`src/rtl/ex_operand_ctrl.sv`:
```
// ex_operand_ctrl: EX-stage operand-select sequencer for the 3-stage pipeline (ID, EX, WB).
// It tracks the destination register of the instructions in EX and WB. Each ID instruction
// gets its operand selects registered, so they appear at the same edge it enters EX.
// A forward to wb_val is picked when the instruction now in EX writes a source register
// of the ID instruction.
//
// Ports:
//   clk, rst_n                 clock (rising edge), asynchronous active-low reset
//   id_valid, id_rs1/rs2/rd    ID instruction presence and register indices
//   id_regwen                  ID instruction writes rd
//   id_uses_rs1/rs2            operand A/B reads rs1/rs2
//   id_a_is_pc, id_b_is_imm    operand A is pc / operand B is imm
//   stall                      hold every stage
//   flush                      kill the ID instruction; remembered if it arrives while stalled
//   ex_asel, ex_bsel           operand selects for EX (0=reg, 1=pc/imm, 2=wb_val)
//   ex_valid                   EX holds a real instruction
//   wb_valid, wb_rd, wb_regwen WB stage state (wb_regwen already gated by wb_valid)
//
// Optional feature (macro EX_FWD_STATS_EN): adds the fwd_cnt and bubble_cnt outputs.
// fwd_cnt counts advancing edges that select a forward. bubble_cnt counts advancing edges
// that kill a valid ID instruction.

module ex_operand_ctrl #(
  parameter int unsigned REG_AW = 5,
  parameter bit          FWD_X0 = 1'b0
) (
  input  logic              clk,
  input  logic              rst_n,
  input  logic              id_valid,
  input  logic [REG_AW-1:0] id_rs1,
  input  logic [REG_AW-1:0] id_rs2,
  input  logic [REG_AW-1:0] id_rd,
  input  logic              id_regwen,
  input  logic              id_uses_rs1,
  input  logic              id_uses_rs2,
  input  logic              id_a_is_pc,
  input  logic              id_b_is_imm,
  input  logic              stall,
  input  logic              flush,
  output logic [1:0]        ex_asel,
  output logic [1:0]        ex_bsel,
  output logic              ex_valid,
  output logic              wb_valid,
  output logic [REG_AW-1:0] wb_rd,
  output logic              wb_regwen
`ifdef EX_FWD_STATS_EN
  ,
  output logic [31:0]       fwd_cnt,
  output logic [31:0]       bubble_cnt
`endif
);

  localparam logic [1:0] SEL_REG = 2'd0;
  localparam logic [1:0] SEL_ALT = 2'd1;
  localparam logic [1:0] SEL_WB  = 2'd2;

  // Pipeline state
  logic [1:0]        r_ex_asel;
  logic [1:0]        r_ex_bsel;
  logic              r_ex_valid;
  logic [REG_AW-1:0] r_ex_rd;
  logic              r_ex_regwen;
  logic              r_wb_valid;
  logic [REG_AW-1:0] r_wb_rd;
  logic              r_wb_regwen;
  logic              r_pending_flush;

  // Next-state terms
  logic       w_adv;
  logic       w_kill;
  logic       w_id_live;
  logic       w_hit_a;
  logic       w_hit_b;
  logic [1:0] w_asel_nxt;
  logic [1:0] w_bsel_nxt;
  logic       w_fwd_sel;
  logic       w_bubble;

  // Forward detection against the current EX instruction plus select priority
  always_comb begin
    w_adv      = !stall;
    w_kill     = flush | r_pending_flush;
    w_id_live  = id_valid & !w_kill;
    // r_ex_regwen is only ever set for live instructions, so a bubble never hits
    w_hit_a    = id_uses_rs1 & r_ex_valid & r_ex_regwen & (r_ex_rd == id_rs1)
               & ((id_rs1 != '0) | FWD_X0);
    w_hit_b    = id_uses_rs2 & r_ex_valid & r_ex_regwen & (r_ex_rd == id_rs2)
               & ((id_rs2 != '0) | FWD_X0);
    w_asel_nxt = SEL_REG;
    w_bsel_nxt = SEL_REG;
    if (w_id_live) begin
      if (id_a_is_pc)       w_asel_nxt = SEL_ALT;
      else if (w_hit_a)     w_asel_nxt = SEL_WB;
      if (id_b_is_imm)      w_bsel_nxt = SEL_ALT;
      else if (w_hit_b)     w_bsel_nxt = SEL_WB;
    end
    w_fwd_sel  = (w_asel_nxt == SEL_WB) | (w_bsel_nxt == SEL_WB);
    w_bubble   = id_valid & w_kill;
  end

  // Stage registers: advance ID->EX->WB, or hold while stalled and remember a flush
  always_ff @(posedge clk or negedge rst_n) begin
    if (!rst_n) begin
      r_ex_asel       <= SEL_REG;
      r_ex_bsel       <= SEL_REG;
      r_ex_valid      <= 1'b0;
      r_ex_rd         <= '0;
      r_ex_regwen     <= 1'b0;
      r_wb_valid      <= 1'b0;
      r_wb_rd         <= '0;
      r_wb_regwen     <= 1'b0;
      r_pending_flush <= 1'b0;
    end else if (w_adv) begin
      r_wb_valid      <= r_ex_valid;
      r_wb_rd         <= r_ex_rd;
      r_wb_regwen     <= r_ex_regwen & r_ex_valid;
      r_ex_valid      <= w_id_live;
      r_ex_rd         <= id_rd;
      r_ex_regwen     <= id_regwen & w_id_live;
      r_ex_asel       <= w_asel_nxt;
      r_ex_bsel       <= w_bsel_nxt;
      r_pending_flush <= 1'b0;
    end else if (flush) begin
      r_pending_flush <= 1'b1;
    end
  end

  assign ex_asel   = r_ex_asel;
  assign ex_bsel   = r_ex_bsel;
  assign ex_valid  = r_ex_valid;
  assign wb_valid  = r_wb_valid;
  assign wb_rd     = r_wb_rd;
  assign wb_regwen = r_wb_regwen;

`ifdef EX_FWD_STATS_EN
  logic [31:0] r_fwd_cnt;
  logic [31:0] r_bubble_cnt;

  // Event counters; free-running wrap, frozen during stall
  always_ff @(posedge clk or negedge rst_n) begin
    if (!rst_n) begin
      r_fwd_cnt    <= 32'd0;
      r_bubble_cnt <= 32'd0;
    end else if (w_adv) begin
      if (w_fwd_sel) r_fwd_cnt    <= r_fwd_cnt + 32'd1;
      if (w_bubble)  r_bubble_cnt <= r_bubble_cnt + 32'd1;
    end
  end

  assign fwd_cnt    = r_fwd_cnt;
  assign bubble_cnt = r_bubble_cnt;
`else
  logic w_unused_stats;
  assign w_unused_stats = w_fwd_sel ^ w_bubble;
`endif

endmodule

```
`config.mk`:
```
export PLATFORM = sky130hd
export DESIGN_NAME = ex_operand_ctrl
export DESIGN_NICKNAME = d
export VERILOG_FILES = /design/src/rtl/ex_operand_ctrl.sv
export SDC_FILE = /design/constraint.sdc
export NUM_CORES = 1
export LEC_CHECK = 0
export CAP_MARGIN = 5
export CORE_MARGIN = 2
export CORE_UTILIZATION = 41
export DETAILED_ROUTE_END_ITERATION = 12
export HOLD_SLACK_MARGIN = 0.08
export PLACE_DENSITY = 0.78
export SETUP_SLACK_MARGIN = 0.15
export SYNTH_ARGS = -nofsm -noshare
export SYNTH_HDL_FRONTEND = slang
export SYNTH_SLANG_ARGS = --single-unit
export TNS_END_PERCENT = 10
```
`constraint.sdc`:
```
create_clock -name clk -period 1.3 [get_ports clk]
set_input_delay 0.39 -clock clk [delete_from_list [all_inputs] [get_ports clk]]
set_output_delay 0.39 -clock clk [all_outputs]
set_load 0.01 [all_outputs]
```
==> results of run 1 <==
==> cells in the mapped netlist <==
| master | n |
|---|---|
| sky130_fd_sc_hd__dfrtp_1 | 19 |
| sky130_fd_sc_hd__mux2_2 | 11 |
| sky130_fd_sc_hd__nand2_1 | 11 |
| sky130_fd_sc_hd__xor2_1 | 7 |
| sky130_fd_sc_hd__o21ai_0 | 4 |
| sky130_fd_sc_hd__nor4_1 | 3 |
| sky130_fd_sc_hd__buf_2 | 2 |
| sky130_fd_sc_hd__a32o_2 | 1 |
| sky130_fd_sc_hd__clkbuf_1 | 1 |
| sky130_fd_sc_hd__nand2b_1 | 1 |
| sky130_fd_sc_hd__nand3b_1 | 1 |
| sky130_fd_sc_hd__nand4b_1 | 1 |
| sky130_fd_sc_hd__nor2_1 | 1 |
| sky130_fd_sc_hd__nor2_2 | 1 |
| sky130_fd_sc_hd__nor2b_1 | 1 |
| sky130_fd_sc_hd__nor3_1 | 1 |
| sky130_fd_sc_hd__nor3b_1 | 1 |
| sky130_fd_sc_hd__nor4b_2 | 1 |
| sky130_fd_sc_hd__o2111ai_1 | 1 |
| sky130_fd_sc_hd__o21a_1 | 1 |
| sky130_fd_sc_hd__o21bai_1 | 1 |
| sky130_fd_sc_hd__or3b_4 | 1 |
| sky130_fd_sc_hd__xnor2_1 | 1 |
==> sequential cells by signal, summed over array words and instances, names as in the netlist <==
signal,flops
ex_valid,1
ex_bsel,2
wb_rd,5
wb_valid,1
ex_asel,2
r_ex_rd,5
wb_regwen,1
r_ex_regwen,1
r_pending_flush,1
==> where the power goes <==
group	total, mW	internal [mW]	switching, mW
clock	0.300	0.114	0.185
sequential	0.682	0.641	0.0406
combinational	0.301	0.180	0.120
total	1.28	0.936	0.346
==> final cells by class <==
| type | instances | area (sq um) | area share [%] |
|---|---|---|---|
| tap | 27 | 33.78 | 2.413 |
| timing repair buffer | 53 | 445.4 | 31.81 |
| multi-input combinational | 51 | 417.9 | 29.85 |
| clock inverter | 1 | 5.005 | 0.3575 |
| clock buffer | 3 | 22.52 | 1.609 |
| sequential | 19 | 475.5 | 33.96 |
==> timing repair <==
action,in CTS,in global routing
pin swaps,4,3
setup endpoints to repair,29,16
endpoints found under the hold margin,0,0
buffers inserted,4,4
resized for setup,57,7
gates cloned,0,0
hold buffers,0,0
==> worst paths after layout <==
| kind | startpoint | to | slack (ns) | cells after the start |
|---|---|---|---|---|
| hold / removal | rst_n | r_ex_rd[0]$_DFFE_PN0N_ | 0.42 | 2 |
| max in group asynchronous | rst_n | ex_asel[0]$_DFFE_PN0N_ | 0.68 | 2 |
| hold reg to reg | wb_regwen$_DFFE_PN0N_ | wb_regwen$_DFFE_PN0N_ | 0.49 | 2 |
| min in group clk | flush | r_pending_flush$_DFFE_PN0P_ | 0.49 | 2 |
| setup reg to reg | ex_valid$_DFFE_PN0N_ | ex_asel[1]$_DFFE_PN0N_ | 0.10 | 5 |
| setup / recovery | ex_asel[1]$_DFFE_PN0N_ | ex_asel[1] | 0.07 | 1 |
==> per-layer routing <==
layer  vias to the layer above  GRT usage (%)  wire [microns]
met5                         -              0               0
met4                         0          6.944              14
met3                         2          4.464              82
met2                        16          29.82            1093
met1                       352          23.17             885
li1                        364              -               -
==> through the flow <==
stage / setup WS [ns] / instance area, sq um / setup TNS, ns / utilization (%)
after floorplan: 0.1680 / 878.3 / 0 / -
after global placement: -0.3167 / 1336 / -4.332 / 67.42
after detailed placement: -0.3436 / 1336 / -4.898 / 67.42
after CTS: 0.05793 / 1344 / 0 / 67.80
after global routing: 0.03639 / 1400 / 0 / 70.64
final: 0.07222 / 1400 / 0 / 70.64
==> logic make-up after synthesis <==
kind of cell              count (synthesis)
AOI/OAI and AO/OA                         8
xor gates and xnor gates                  8
buffers and inverters                     3
DFF                                      19
muxes                                    11
and+or+nand+nor                          24
==> impl_metrics.tcl, run 1 <==
set metrics [dict create \
    height_of_the_die_microns 50.22 \
    n_antenna_cell 0 \
    layout_common_cells "sky130_fd_sc_hd__dfrtp_1, sky130_fd_sc_hd__buf_4, sky130_fd_sc_hd__clkdlybuf4s50_1" \
    cts-htree-levels 1 \
    synthesis.area_sq_um 875.8 \
    routed_wire_length_per_instance_microns 13.49 \
    clk_pin_slew_ns 0.11 \
    cpLargestDelayFamily "flip-flops" \
    cts-root-to-sink-buffers 2 \
    drtAntennaViolNets 0 \
    detailedRoute.firstIterationViolations 17 \
    crit_slowest_cell "sky130_fd_sc_hd__dfrtp_1" \
    routed-via-count 734 \
    post_synthesis_share_of_cell_area_spent_on_xor_and_xnor_gates_pct 8.000 \
    grt_max_degree 20 \
    timing.final.setup_violations 0 \
    final_max_slew_viol_count 0 \
    totalWireLength_mm 2.077 \
    layout-drive-gt1-share_pct 40.94 \
    final_cell_count_no_fill 154 \
    syn_avg_cell_area_sq_um 12.00 \
    mappedNetlistNets 98 \
    globalRouteOverflowTotal 0 \
    die_width_microns 50.22 \
    pin_count 37 \
    synth-seq-area-share_pct 54.29 \
    power.density_nw_per_um2 915.9 \
    worst_ep_arrival_time_ns 0.84 \
    dp.final_hpwl_mm 1.454 \
    synth_top_cell_by_area "sky130_fd_sc_hd__dfrtp_1" \
    drt_pass1_iterations 4 \
    tightestPinTransition_ns 0.2409 \
    synth_top_family_by_area "simple AND/OR/NAND/NOR gates" \
    layout_worst_path_cycle_share_pct 94.44 \
    timing_hold_violations_final 0 \
    synth-simple-area-share_pct 15.71 \
    vdd_ir_drop_max_uv 766.8 \
    drt_drc_violations_left 0 \
    hold_class "input pin to async pin" \
    synth_top_cell_area_share_pct 54.29 \
    cts_num_sinks 19 \
    worst_setup_path_end_kind "primary output" \
    layout.cells.most_common "sky130_fd_sc_hd__dfrtp_1" \
    critPathLaunchType "flop" \
    fin_worst_hold_slack_ns 0.4193 \
    ys_top_cells_by_area "sky130_fd_sc_hd__dfrtp_1, sky130_fd_sc_hd__mux2_2, sky130_fd_sc_hd__xor2_1, sky130_fd_sc_hd__nand2_1, sky130_fd_sc_hd__o21ai_0" \
    outcome "finished, final reports clean" \
    cpPeakStageDelay_ns 0.40 \
    clkLatencyLatePin_ns 0.30 \
    yosys_register_bits 19 \
    synth.lib_cells_used.distinct 23 \
    rsz0062_at_grt "true" \
    power.static_leakage_nw 0.6923 \
    critical_path.cell_chain "buf_2" \
    fin_worst_skew_ns 0.006197 \
    critical_path_required_ns 0.91 \
    initial_core_util_pct 44.19 \
    path_max_fanout 2 \
    dieArea_sq_um 2522 \
    grt_first_pass_wirelength_mm 3.387 \
    cts_root_buf "sky130_fd_sc_hd__clkbuf_4" \
    post_synth_inst_count 73 \
    layout_min_cycle_time_ns 1.228 \
    gp_routability_congestion 0.6979 \
    fillCellCount 145 \
    area_fraction_in_compound_gates_after_synthesis_pct 6.286 \
    rows 16 \
    cts_tree "built" \
    antenna_violations_before_repair 0 \
    port-buffer-count 36 \
    critPathBufInv 1 \
    post-place-cells 142 \
    max-slew-margin-rel_pct 83.94 \
    viasPerCell 4.766 \
    tritoncts.num_buffers 3 \
    gr-usage-all-layers_pct 18.24 \
    max_clock_freq_ghz 0.8145 \
    first_global_vias 739 \
    core_area_sq_um 1982 \
    area_growth_pct 59.86 \
    fin_nets 153 \
    yosysWarningCount 0 \
    critical_path_type "flop to primary output" \
    synth-adder-area-share_pct 0 \
    max-cap-violations 0 \
    synth.area.mux_share_pct 14.14 \
    p_total_mw 1.282 \
]
Power figures use the tool's default switching activity.
==> run 2: changes to the inputs <==
- CORE_ASPECT_RATIO: default -> 1.1
==> run 2 against run 1 <==
Clock power is 3% lower. Final cell count fell by 0.65%. Combinational power grew 6%. Non-clock buffer count decreased by 2. Count of clock-buffer cells in the layout up 1. Maximum frequency down 1.9%. Global-route usage rose by 1.3 points. Flip-flop and latch count unchanged. Sequential power about the same. Clock skew is 0.0016 ns higher. Worst setup slack worse by 0.024 ns. Critical path type is now input pin to flop. Largest power group unchanged. Highest routed layer unchanged.
==> impl_metrics.tcl, run 2 (synthesized netlist as in run 1, its figures left out) <==
set metrics [dict create \
    timing.final.setup_violations 0 \
    gp_routability_congestion 0.8082 \
    worst-r2r-cell-count 4 \
    cts-root-to-sink-buffers 2 \
    routed-via-count 766 \
    post-place-cells 144 \
    fin_nets 151 \
    path_max_fanout 2 \
    worst_setup_path_end_kind "flop" \
    outcome "finished, final reports clean" \
    layout-drive-gt1-share_pct 42.40 \
    final_cell_count_no_fill 153 \
    critPathBufInv 1 \
    worst_ep_arrival_time_ns 1.44 \
    critPathLaunchType "input pin" \
    drtAntennaViolNets 0 \
    multi_input_area_sq_um 424.2 \
    hold_class "input pin to async pin" \
    final_max_slew_viol_count 0 \
    rsz0062_at_grt "true" \
    worst_r2r_endpoint "ex_asel[1]$_DFFE_PN0N_" \
    final.setup.worst_slack_ns 0.04837 \
    max_clock_freq_ghz 0.7990 \
    layout_worst_path_cycle_share_pct 96.28 \
    fin_worst_hold_slack_ns 0.4267 \
    dp.final_hpwl_mm 1.583 \
    final_core_util_pct 69.85 \
    power.density_nw_per_um2 914.1 \
    fin_worst_skew_ns 0.007765 \
    drt_pass1_iterations 3 \
    globalRouteOverflowTotal 0 \
    port-buffer-count 36 \
    layout.cells.most_common "sky130_fd_sc_hd__dfrtp_1" \
    cts_tree "built" \
    die_width_microns 48.07 \
    cpLargestDelayFamily "buffers and inverters" \
    seqCellArea_sq_um 478.0 \
    cpPeakStageDelay_ns 0.52 \
    first_global_vias 758 \
    initial_core_util_pct 43.34 \
    routed_wire_length_per_instance_microns 14.41 \
    tightestPinTransition_ns 0.2667 \
    max-cap-violations 0 \
    gr-usage-all-layers_pct 19.53 \
    layout_common_cells "sky130_fd_sc_hd__dfrtp_1, sky130_fd_sc_hd__clkdlybuf4s50_1, sky130_fd_sc_hd__buf_4" \
    timing_hold_violations_final 0 \
    cts-htree-levels 1 \
    cts_hold_buf 0 \
    core_area_sq_um 2021 \
    regToRegSetupSlack_ns 0.05 \
    power.static_leakage_nw 0.6870 \
    vdd_ir_drop_max_uv 633.3 \
    critical_path_required_ns 1.49 \
    detailedRoute.firstIterationViolations 5 \
    grt_first_pass_wirelength_mm 3.367 \
    layout_min_cycle_time_ns 1.252 \
    tritoncts.num_buffers 3 \
    postPlaceCellArea_sq_um 1358 \
    totalWireLength_mm 2.205 \
    fillCellCount 142 \
    dieArea_sq_um 2522 \
    clk_pin_slew_ns 0.11 \
    clkLatencyLatePin_ns 0.29 \
    critical_path.cell_chain "clkdlybuf4s50_1 -> xor2_1 -> nor4_2 -> a32o_2" \
    grt_max_degree 20 \
    drt_drc_violations_left 0 \
    rows 17 \
    height_of_the_die_microns 52.48 \
    detailedPlace.worstSlack_ns -0.3849 \
    critical_path_type "input pin to flop" \
    cts_root_buf "sky130_fd_sc_hd__clkbuf_4" \
    pin_count 37 \
    cts_num_sinks 19 \
    max-slew-margin-rel_pct 82.17 \
    viasPerCell 5.007 \
    n_antenna_cell 0 \
    stdcell_area_sq_um 1411 \
    crit_slowest_cell "sky130_fd_sc_hd__clkdlybuf4s50_1" \
    antenna_violations_before_repair 0 \
    area_growth_pct 61.14 \
    critical_path.reg2reg.startpoint "r_ex_rd[1]$_DFFE_PN0N_" \
]
-- run 2: worst reg2reg max path, stage by stage (launching register included) --
cell                      delay [ns]
sky130_fd_sc_hd__dfrtp_1        0.42
sky130_fd_sc_hd__buf_4          0.15
sky130_fd_sc_hd__xor2_1         0.16
sky130_fd_sc_hd__nor4_2         0.28
sky130_fd_sc_hd__a32o_2         0.19
-- run 2: metrics by stage --
stage / total power, mW / TNS, ns
3_5_place_dp: 1.017 / -4.920
4_1_cts: 1.283 / 0
6_report: 1.290 / 0
5_1_grt: 1.357 / 0
3_3_place_gp: 1.009 / -4.617
2_1_floorplan: 0.8072 / 0
-- run 2: layout make-up --
| cell class | count | share of cell area (%) |
|---|---|---|
| Clock buffer | 4 | 1.862 |
| Tap cell | 28 | 2.482 |
| Timing Repair Buffer | 51 | 31.74 |
| Sequential cell | 19 | 33.87 |
| Multi-Input combinational cell | 51 | 30.05 |
-- run 2: worst max-delay path by stage --
stage,slack (ns),startpoint,depth (start not counted),endpoint
after floorplan,0.17,stall,3,r_ex_rd[0]$_DFFE_PN0N_
after CTS,0.03,r_ex_rd[2]$_DFFE_PN0N_,4,ex_asel[1]$_DFFE_PN0N_
after global placement,-0.36,id_valid,5,ex_bsel[1]$_DFFE_PN0N_
after global routing,0.01,r_ex_rd[1]$_DFFE_PN0N_,4,ex_asel[1]$_DFFE_PN0N_
after detailed placement,-0.38,id_valid,5,ex_bsel[1]$_DFFE_PN0N_
final,0.05,id_rs1[0],4,ex_asel[1]$_DFFE_PN0N_
-- run 2: what timing repair did --
| action | in CTS | in global routing |
|---|---|---|
| gates cloned | 0 | 0 |
| endpoints found under the setup margin | 28 | 17 |
| buffers inserted | 1 | 4 |
| pin swaps | 5 | 9 |
| gates resized for setup | 57 | 11 |
-- run 2: metal layers --
layer  GRT usage (%)  part of all wire (%)  vias up
li1                -                     -      362
met4           12.16                   2.2        0
met3           3.103                   6.2        4
met5               0                     0        -
met1           21.90                    41      372
met2           32.89                    51       28
-- run 2: power by group --
part / switching, mW / leakage [nW] / internal, mW
combinational: 0.129 / 0.435 / 0.190
sequential: 0.0381 / 0.237 / 0.643
clock: 0.172 / 0.0150 / 0.119
==> run 3: changes to the inputs <==
- CAP_MARGIN: 5 -> default
- TNS_END_PERCENT: 10 -> default
==> run 3 against run 2 <==
Register-to-register slack better by 0.03 ns. Final cell count is 2.0% higher. Wire length is 6.8% higher. Clock power hardly changed. Highest routed layer unchanged. Clock skew is 0.0012 ns lower. Worst setup slack better by 0.031 ns. Largest power group unchanged.
==> impl_metrics.tcl, run 3 (synthesized netlist as in run 1, its figures left out) <==
set metrics [dict create \
    crit_slowest_cell "sky130_fd_sc_hd__dfrtp_1" \
    p_total_mw 1.301 \
    gr-usage-all-layers_pct 20.22 \
    grt_max_degree 20 \
    rsz0062_at_grt "true" \
    post-place-cells 144 \
    power.static_leakage_nw 0.6883 \
    cts_root_buf "sky130_fd_sc_hd__clkbuf_4" \
    tritoncts.num_buffers 3 \
    drt_pass1_iterations 4 \
    fin_nets 154 \
    totalWireLength_mm 2.354 \
    cts_num_sinks 19 \
    layout.cells.most_common "sky130_fd_sc_hd__dfrtp_1" \
    core_area_sq_um 2021 \
    rows 17 \
    layout-drive-gt1-share_pct 42.19 \
    power.density_nw_per_um2 908.0 \
    fin_worst_skew_ns 0.006615 \
    critPathLaunchType "flop" \
    timing.final.setup_violations 0 \
    globalRouteOverflowTotal 0 \
    viasPerCell 5.032 \
    dp.final_hpwl_mm 1.583 \
    hold_class "input pin to async pin" \
    cts-root-to-sink-buffers 2 \
    area_growth_pct 63.57 \
    max_clock_freq_ghz 0.8193 \
    final_max_slew_viol_count 0 \
    outcome "finished, final reports clean" \
    gp_routability_congestion 0.8082 \
    cpLargestDelayFamily "flip-flops" \
    routed-via-count 785 \
    path_max_fanout 2 \
    critical_path_type "flop to primary output" \
    initial_core_util_pct 43.34 \
    routed_wire_length_per_instance_microns 15.09 \
    worst_ep_arrival_time_ns 0.83 \
    clkLatencyLatePin_ns 0.29 \
    detailedRoute.firstIterationViolations 1 \
    pin_count 37 \
    vdd_ir_drop_max_uv 603.4 \
    drt_drc_violations_left 0 \
    die_width_microns 48.07 \
    layout_worst_path_cycle_share_pct 93.89 \
    max-cap-violations 0 \
    grt_first_pass_wirelength_mm 3.450 \
    cts_hold_buf 0 \
    first_global_vias 774 \
    tightestPinTransition_ns 0.2607 \
    drtAntennaViolNets 0 \
    layout_min_cycle_time_ns 1.221 \
    timing_hold_violations_final 0 \
    cts-htree-levels 1 \
    n_antenna_cell 0 \
    port-buffer-count 36 \
    worst_setup_path_end_kind "primary output" \
    cpPeakStageDelay_ns 0.40 \
    critical_path_required_ns 0.91 \
    max-slew-margin-rel_pct 82.57 \
    clk_pin_slew_ns 0.11 \
    cts_tree "built" \
    antenna_violations_before_repair 0 \
    height_of_the_die_microns 52.48 \
    final_cell_count_no_fill 156 \
    critical_path.cell_chain "buf_2" \
    layout_common_cells "sky130_fd_sc_hd__dfrtp_1, sky130_fd_sc_hd__buf_4, sky130_fd_sc_hd__mux2_2, sky130_fd_sc_hd__nand2_1, sky130_fd_sc_hd__clkdlybuf4s50_1" \
    critPathBufInv 1 \
    dieArea_sq_um 2522 \
]
==> run 3: path summary, 6_finish.rpt <==
kind                                          endpoint                   startpoint  cells after the start  slack [ns]
worst min-delay path              wb_rd[4]$_DFFE_PN0N_                        rst_n                      2        0.43
min in group clk                ex_asel[0]$_DFFE_PN0N_       ex_asel[0]$_DFFE_PN0N_                      2        0.50
worst min register to register  ex_asel[0]$_DFFE_PN0N_       ex_asel[0]$_DFFE_PN0N_                      2        0.50
worst max-delay path                          wb_rd[1]         wb_rd[1]$_DFFE_PN0N_                      1        0.08
worst max register to register  ex_bsel[1]$_DFFE_PN0N_  r_pending_flush$_DFFE_PN0P_                      4        0.08
max in group asynchronous       ex_bsel[0]$_DFFE_PN0N_                        rst_n                      2        0.74
==> run 3: layer usage <==
metal / GRT usage [%] / vias up / wire, microns
li1: - / 368 / -
met1: 23.01 / 381 / 978
met2: 32.67 / 29 / 1163
met3: 3.793 / 7 / 131
met4: 13.96 / 0 / 80
met5: 0 / - / 0
==> run 3: power breakdown <==
| part | switching (mW) | internal (mW) |
|---|---|---|
| clock network | 0.171 | 0.119 |
| registers | 0.0376 | 0.641 |
| logic | 0.137 | 0.195 |
| total | 0.346 | 0.955 |
==> run 3: area by class of cell <==
class	instances	area (sq um)
clock buffer	4	26.28
sequential	19	475.5
multi-input combinational	51	424.2
fill	139	588.1
tap	28	35.03
timing repair buffer	54	471.7
==> run 3: what timing repair did <==
action / CTS / global route
setup endpoints to repair: 28 / 17
gates resized for setup: 63 / 9
pin swaps: 12 / 6
buffers inserted: 4 / 4
==> run 3: per-stage QoR <==
step	setup TNS, ns	hold WS, ns	util, %	setup slack (ns)	cell area (sq um)
after global placement	-4.617	0.4630	67.18	-0.3584	1358
after detailed placement	-4.920	0.4645	67.18	-0.3849	1358
after floorplan	0	0.09441	-	0.1680	878.3
after CTS	0	0.4228	67.49	0.06108	1364
after global routing	0	0.4312	70.90	0.01878	1433
final	0	0.4263	70.90	0.07946	1433
